### src/rtl/sdram_req_pkg.sv
// Shared types and constants for the sdram_* request master.
package sdram_req_pkg;

    typedef enum logic [1:0] {IDLE, ISSUE, GAP} state_t;

    typedef struct packed {
        logic        we;
        logic [16:0] addr;
        logic [15:0] wdata;
    } req_t;

    localparam logic [3:0]  BE_LO        = 4'b0011;
    localparam logic [3:0]  BE_HI        = 4'b1100;
    localparam logic [3:0]  BE_ALL       = 4'b1111;
    localparam logic [15:0] TIMEOUT_DATA = 16'hDEAD;

    // Stores touch only the addressed half; loads always fetch the full word.
    function automatic logic [3:0] lane_be(input req_t r);
        if (!r.we)
            return BE_ALL;
        return r.addr[0] ? BE_HI : BE_LO;
    endfunction

endpackage

### src/rtl/sdram_req_fifo.sv
// Synchronous request queue of req_t entries; count-based full/empty.
module sdram_req_fifo
    import sdram_req_pkg::*;
#(
    parameter int DEPTH = 4
) (
    input  logic clk,
    input  logic rst,
    input  logic push,
    input  logic pop,
    output logic full,
    output logic empty,
    input  req_t din,
    output req_t dout
);
    localparam int AW = $clog2(DEPTH);

    req_t          mem [DEPTH];
    logic [AW-1:0] wr_ptr, rd_ptr;
    logic [AW:0]   count;
    logic          do_push, do_pop;

    assign full    = (count == (AW+1)'(DEPTH));
    assign empty   = (count == '0);
    assign do_push = push && !full;
    assign do_pop  = pop && !empty;
    assign dout    = mem[rd_ptr];

    always_ff @(posedge clk or posedge rst) begin
        if (rst) begin
            wr_ptr <= '0;
            rd_ptr <= '0;
            count  <= '0;
        end else begin
            if (do_push) wr_ptr <= wr_ptr + AW'(1);
            if (do_pop)  rd_ptr <= rd_ptr + AW'(1);
            case ({do_push, do_pop})
                2'b10:   count <= count + (AW+1)'(1);
                2'b01:   count <= count - (AW+1)'(1);
                default: count <= count;
            endcase
        end
    end

    // Storage needs no reset: entries are only read once counted in.
    always_ff @(posedge clk) begin
        if (do_push) mem[wr_ptr] <= din;
    end

endmodule

### src/rtl/sdram_req_master.sv
// Halfword CPU load/store queue issuing on the 32-bit sdram_* strobe/ack port.
// Optional ack timeout enabled by defining SDRAM_REQ_TIMEOUT_EN.
module sdram_req_master
    import sdram_req_pkg::*;
#(
    parameter int FIFO_DEPTH     = 4,
    parameter int TIMEOUT_CYCLES = 1024
) (
    input  logic        clk_clk,
    input  logic        reset_reset,
    input  logic        cpu_req_valid,
    output logic        cpu_req_ready,
    input  logic        cpu_req_we,
    input  logic [16:0] cpu_req_addr,
    input  logic [15:0] cpu_req_wdata,
    output logic        cpu_rsp_valid,
    output logic [15:0] cpu_rsp_rdata,
    output logic        cpu_rsp_err,
    output logic [15:0] sdram_address,
    output logic [3:0]  sdram_byte_enable,
    output logic        sdram_read,
    output logic        sdram_write,
    output logic [31:0] sdram_write_data,
    input  logic        sdram_acknowledge,
    input  logic [31:0] sdram_read_data
);
    state_t state;
    req_t   fifo_din, fifo_dout;
    logic   fifo_full, fifo_empty, pop;
    logic   cur_we, cur_half;

    assign cpu_req_ready = !fifo_full;
    assign fifo_din      = '{we: cpu_req_we, addr: cpu_req_addr, wdata: cpu_req_wdata};
    assign pop           = (state == IDLE) && !fifo_empty;

    sdram_req_fifo #(.DEPTH(FIFO_DEPTH)) u_fifo (
        .clk   (clk_clk),
        .rst   (reset_reset),
        .push  (cpu_req_valid),
        .pop   (pop),
        .full  (fifo_full),
        .empty (fifo_empty),
        .din   (fifo_din),
        .dout  (fifo_dout)
    );

`ifdef SDRAM_REQ_TIMEOUT_EN
    localparam int CW = $clog2(TIMEOUT_CYCLES + 1);
    logic [CW-1:0] to_cnt;
`else
    assign cpu_rsp_err = 1'b0;
`endif

    always_ff @(posedge clk_clk or posedge reset_reset) begin
        if (reset_reset) begin
            state             <= IDLE;
            cur_we            <= 1'b0;
            cur_half          <= 1'b0;
            sdram_address     <= '0;
            sdram_byte_enable <= '0;
            sdram_read        <= 1'b0;
            sdram_write       <= 1'b0;
            sdram_write_data  <= '0;
            cpu_rsp_valid     <= 1'b0;
            cpu_rsp_rdata     <= '0;
`ifdef SDRAM_REQ_TIMEOUT_EN
            cpu_rsp_err       <= 1'b0;
            to_cnt            <= '0;
`endif
        end else begin
            cpu_rsp_valid <= 1'b0;
            case (state)
                IDLE: if (!fifo_empty) begin
                    cur_we            <= fifo_dout.we;
                    cur_half          <= fifo_dout.addr[0];
                    sdram_address     <= fifo_dout.addr[16:1];
                    sdram_byte_enable <= lane_be(fifo_dout);
                    sdram_write_data  <= fifo_dout.we ? {fifo_dout.wdata, fifo_dout.wdata} : 32'h0;
                    sdram_read        <= !fifo_dout.we;
                    sdram_write       <= fifo_dout.we;
                    state             <= ISSUE;
`ifdef SDRAM_REQ_TIMEOUT_EN
                    to_cnt            <= '0;
`endif
                end
                ISSUE: if (sdram_acknowledge) begin
                    // Ack takes priority over a timeout expiring in the same cycle.
                    sdram_read    <= 1'b0;
                    sdram_write   <= 1'b0;
                    cpu_rsp_valid <= 1'b1;
                    cpu_rsp_rdata <= cur_we   ? 16'h0 :
                                     cur_half ? sdram_read_data[31:16] : sdram_read_data[15:0];
`ifdef SDRAM_REQ_TIMEOUT_EN
                    cpu_rsp_err   <= 1'b0;
`endif
                    state         <= GAP;
                end
`ifdef SDRAM_REQ_TIMEOUT_EN
                else if (to_cnt == CW'(TIMEOUT_CYCLES - 1)) begin
                    sdram_read    <= 1'b0;
                    sdram_write   <= 1'b0;
                    cpu_rsp_valid <= 1'b1;
                    cpu_rsp_rdata <= TIMEOUT_DATA;
                    cpu_rsp_err   <= 1'b1;
                    state         <= GAP;
                end else begin
                    to_cnt <= to_cnt + CW'(1);
                end
`endif
                GAP:     state <= IDLE;
                default: state <= IDLE;
            endcase
        end
    end

endmodule

### config.mk
export PLATFORM = sky130hd
export DESIGN_NAME = sdram_req_master
export DESIGN_NICKNAME = d
export VERILOG_FILES = /design/src/rtl/sdram_req_pkg.sv /design/src/rtl/sdram_req_fifo.sv /design/src/rtl/sdram_req_master.sv
export SDC_FILE = /design/constraint.sdc
export NUM_CORES = 1
export LEC_CHECK = 0
export ABC_AREA = 0
export CORE_UTILIZATION = 44
export DETAILED_ROUTE_END_ITERATION = 6
export GPL_TIMING_DRIVEN = 0
export HOLD_SLACK_MARGIN = 0.12
export PLACE_DENSITY_LB_ADDON = 0.2
export SKIP_LAST_GASP = 1
export SLEW_MARGIN = 20
export SYNTH_ARGS = -nofsm -noshare
export SYNTH_HDL_FRONTEND = slang
export SYNTH_SLANG_ARGS = --single-unit
### constraint.sdc
create_clock -name clk_clk -period 2.3 [get_ports clk_clk]
set_clock_uncertainty 0.15 [all_clocks]
set_input_delay 0.23 -clock clk_clk [delete_from_list [all_inputs] [get_ports clk_clk]]
set_output_delay 0.23 -clock clk_clk [all_outputs]
set_load 0.03 [all_outputs]
==> metrics.yaml <==
placement:
  dp_hpwl_um: 10200
  buffers_added_on_ports: 141
  placedInstanceArea_mm2: 0.00973
  detailedPlace.worstSlack_ps: -300
  number_of_cells_in_the_design_after_placement: 804
  gp_routability_congestion: 0.731
detailed_routing:
  number_of_antenna_violating_nets_in_the_routed_design: 0
  initialDrtViolationCount: 124
  post_drt_via_cell_ratio: 5.04
  detail_route.drc_violations: 0
  avgRoutedWirePerCell_um: 18.3
  wl_um: 15500
  drt-pass1-iter-count: 4
  overall_via_count_from_detail_route: 4250
final_layout:
  multiInputGateArea_mm2: 0.00190
  layout-drive-gt1-share_pct: 22.5
  layout.area.seq_mm2: 0.00569
  postLayoutCellArea_mm2: 0.0105
  final_cells: 844
  area_delta_synth_final_pct: 32.0
  n_antenna_cell: 0
  fillers: 1343
  design.final.nets: 682
  finalCoreUtilization_pct: 60.0
power:
  power_per_cell_area_mw_per_mm2: 1410
  design_power_total_mw: 14.8
  p_leak_nw: 4.00
  ir_worst_vdd_v: 0.000840
clock_tree:
  clockRootBuffer: "sky130_fd_sc_hd__clkbuf_16"
  cts-buffers-inserted: 17
  worst_skew_pair.late_latency_ps: 420
  cts_num_sinks: 200
  cts_max_level: 4
  clkSlewWorstSetupHoldPaths_ps: 70
  cts_tree: "built"
  clock_tree.buffer_depth: 2
hold_path:
  min_to: "u_fifo.mem[2][23]"
  min_from: "cpu_req_addr[7]"
  worst_hold_path.num_cells: 1
  worstHoldPathType: "in2reg"
timing:
  relSlewSlack_pct: 58.2
  finalWorstSetupSlack_ps: 37.3
  timing.final.hold_violations: 0
  slew_violations: 0
  hold_ws_ps: 292
  min_period_over_period_pct: 98.4
  finalWorstPathRequiredPeriod_ps: 2260
  fmax_mhz: 442
  setup_total_negative_slack_ps: 0
  setup-violations-final: 0
  timing_worst_slew_pin_value_ps: 627
synthesis:
  synth_adder_area_share_pct: 1.04
  multiplexer_share_of_the_synthesized_area_pct: 17.4
  yosysUniqueCellTypes: 29
  ys_seq_elements: 200
  yosys.cell_count.top_type: "sky130_fd_sc_hd__edfxtp_1"
  synth_simple_gate_area_share_pct: 2.73
  synth_top_flop_cell: "sky130_fd_sc_hd__edfxtp_1"
  postSynthNetCount: 509
  post-synth-top-area-cell: "sky130_fd_sc_hd__edfxtp_1"
  synth_top_family_by_area: "multiplexers"
  synth_area_mm2: 0.00792
  post_synth_xor_area_fraction_pct: 0.663
  synthesized_netlist_cell_count: 433
  synth-async-reset-ratio_pct: 32.0
  synthTopCellsByCount: "sky130_fd_sc_hd__edfxtp_1 (136), sky130_fd_sc_hd__dfrtp_1 (64), sky130_fd_sc_hd__nand2_1 (35)"
  synth_top_area_share_pct: 51.6
  synthTopCellsByArea: "sky130_fd_sc_hd__edfxtp_1 (52%), sky130_fd_sc_hd__dfrtp_1 (20%), sky130_fd_sc_hd__mux4_2 (7.7%), sky130_fd_sc_hd__mux2i_1 (4.3%), sky130_fd_sc_hd__mux2_2 (3.1%)"
  yosysWarnings: 0
  syn_area_cell_um2: 18.3
  synth.yosys.seq_area_share_pct: 71.8
  synth_enable_flop_cells: 136
  synth_compound_gate_area_share_pct: 1.58
global_route:
  first_global_vias: 4422
  number_of_antenna_violations_at_the_first_check_in_global_routing: 0
  largest_net_degree_at_the_start_of_global_routing: 41
  gr-total-overflow: 0
  total_routing_usage_gr_pct: 17.7
  global_route_wire_length_before_repair_um: 23700
floorplanning:
  number_of_placement_rows: 48
  fp.coreArea_mm2: 0.0174
  die_area_mm2: 0.0185
  initial_core_util_pct: 45.5
  number_of_ports_placed_on_the_die_boundary: 143
  die-width_um: 136
  die_h_um: 136
setup_path:
  endpoint_kind: "register"
  cp-start-kind: "register"
  critical_path.reg2reg.startpoint: "u_fifo.count[1]"
  timing.setup.critical_path_class: "reg2reg"
  critPathTopFamily: "adder cells"
  reg2reg_slack_ps: 40
  required_ps: 2450
  timing.critical_path.fanout_max: 3
  reg2reg_to: "u_fifo.count[1]"
  slowest_delay_ps: 430
  path_buf_inv: 3
  worst_reg_to_reg_cells: 8
  crit_chain: "nor3_4 -> or3_1 -> buf_6 -> buf_12 -> inv_2 -> ha_4 -> fa_2 -> mux2_2"
  timing.critical_path.arrival_ps: 2420
  timing.critical_path.depth: 8
  cpMaxStageDelayCell: "sky130_fd_sc_hd__dfrtp_1"
job:
  cap_viol_max_count: 0
outcome:
  status: "finished, final reports clean"
-- logic make-up (layout without fill, tap and decap cells) --
kind of cell    count (synthesis)  after routing
xor+xnor                        6              6
fa+ha+maj                       6              6
mux                            90             90
buf+inv                        65            251
simple gates                   48             48
other cells                     1              1
flops                         200            200
compound gates                 17             17
-- per-layer routing --
| metal | up-vias | GRT usage, % | part of all wire (%) | wire length [um] |
|---|---|---|---|---|
| met4 | 0 | 6.36 | 1.1 | 170 |
| met5 | - | 0 | 0 | 0 |
| met3 | 13 | 3.54 | 4.8 | 750 |
| li1 | 1951 | - | - | - |
| met1 | 2174 | 20.9 | 41 | 6400 |
| met2 | 112 | 31.9 | 53 | 8160 |
-- worst max path at each step --
stage / startpoint / end
after floorplan: u_fifo.count[1] / u_fifo.count[2]
after global placement: reset_reset / sdram_write_data[16]
after detailed placement: u_fifo.count[1] / u_fifo.count[2]
after CTS: u_fifo.count[0] / u_fifo.count[2]
after global routing: u_fifo.count[2] / u_fifo.count[2]
final: u_fifo.count[1] / u_fifo.count[1]
-- sequential cells by signal, summed over array words and instances (netlist names) --
signal and cells:
u_fifo.mem 136, cpu_rsp_rdata 16, sdram_address 16, sdram_write_data 16, u_fifo.count 3, sdram_byte_enable 2
state 2, u_fifo.rd_ptr 2, u_fifo.wr_ptr 2, cpu_rsp_valid 1, cur_half 1, cur_we 1
sdram_read 1, sdram_write 1
-- placed cells by master (no fill, tap or decap), types with 5 or more instances in the layout --
cell and n:
sky130_fd_sc_hd__buf_12 6, sky130_fd_sc_hd__xnor2_1 5, sky130_fd_sc_hd__mux2i_1 34, sky130_fd_sc_hd__clkdlybuf4s50_1 140, sky130_fd_sc_hd__buf_2 7, sky130_fd_sc_hd__inv_1 22
sky130_fd_sc_hd__mux4_2 27, sky130_fd_sc_hd__clkbuf_16 17, sky130_fd_sc_hd__mux4_1 7, sky130_fd_sc_hd__clkbuf_1 6, sky130_fd_sc_hd__mux2_2 22, sky130_fd_sc_hd__clkinv_2 5
sky130_fd_sc_hd__edfxtp_1 136, sky130_fd_sc_hd__o31ai_1 16, sky130_fd_sc_hd__buf_4 27, sky130_fd_sc_hd__nand2_1 35, sky130_fd_sc_hd__dfrtp_1 62, sky130_fd_sc_hd__buf_6 7
-- power by group --
group | internal (mW) | switching [mW] | total, mW
registers | 4.94 | 0.449 | 5.39
clock network | 1.81 | 1.25 | 3.06
logic | 3.05 | 3.26 | 6.31
-- final cells by class --
| class | instances | area share, % |
|---|---|---|
| Sequential cell | 200 | 54.4 |
| Tap cell | 225 | 2.69 |
| Timing Repair Buffer | 154 | 15.1 |
| Inverter | 24 | 0.886 |
| Multi-Input combinational cell | 168 | 18.1 |
| Clock buffer | 18 | 4.11 |
| Buffer | 41 | 2.93 |
| Clock inverter | 14 | 1.74 |
-- repair_timing --
action                                  4_1_cts  5_1_grt
pin swaps                                     2        5
hold buffers                                  1        0
buffers inserted                              3        4
endpoints found under the setup margin        2        3
endpoints found under the hold margin        24        0
gates cloned                                  0        0
resized for setup                             9        6
(Power assumes the default switching activity.)
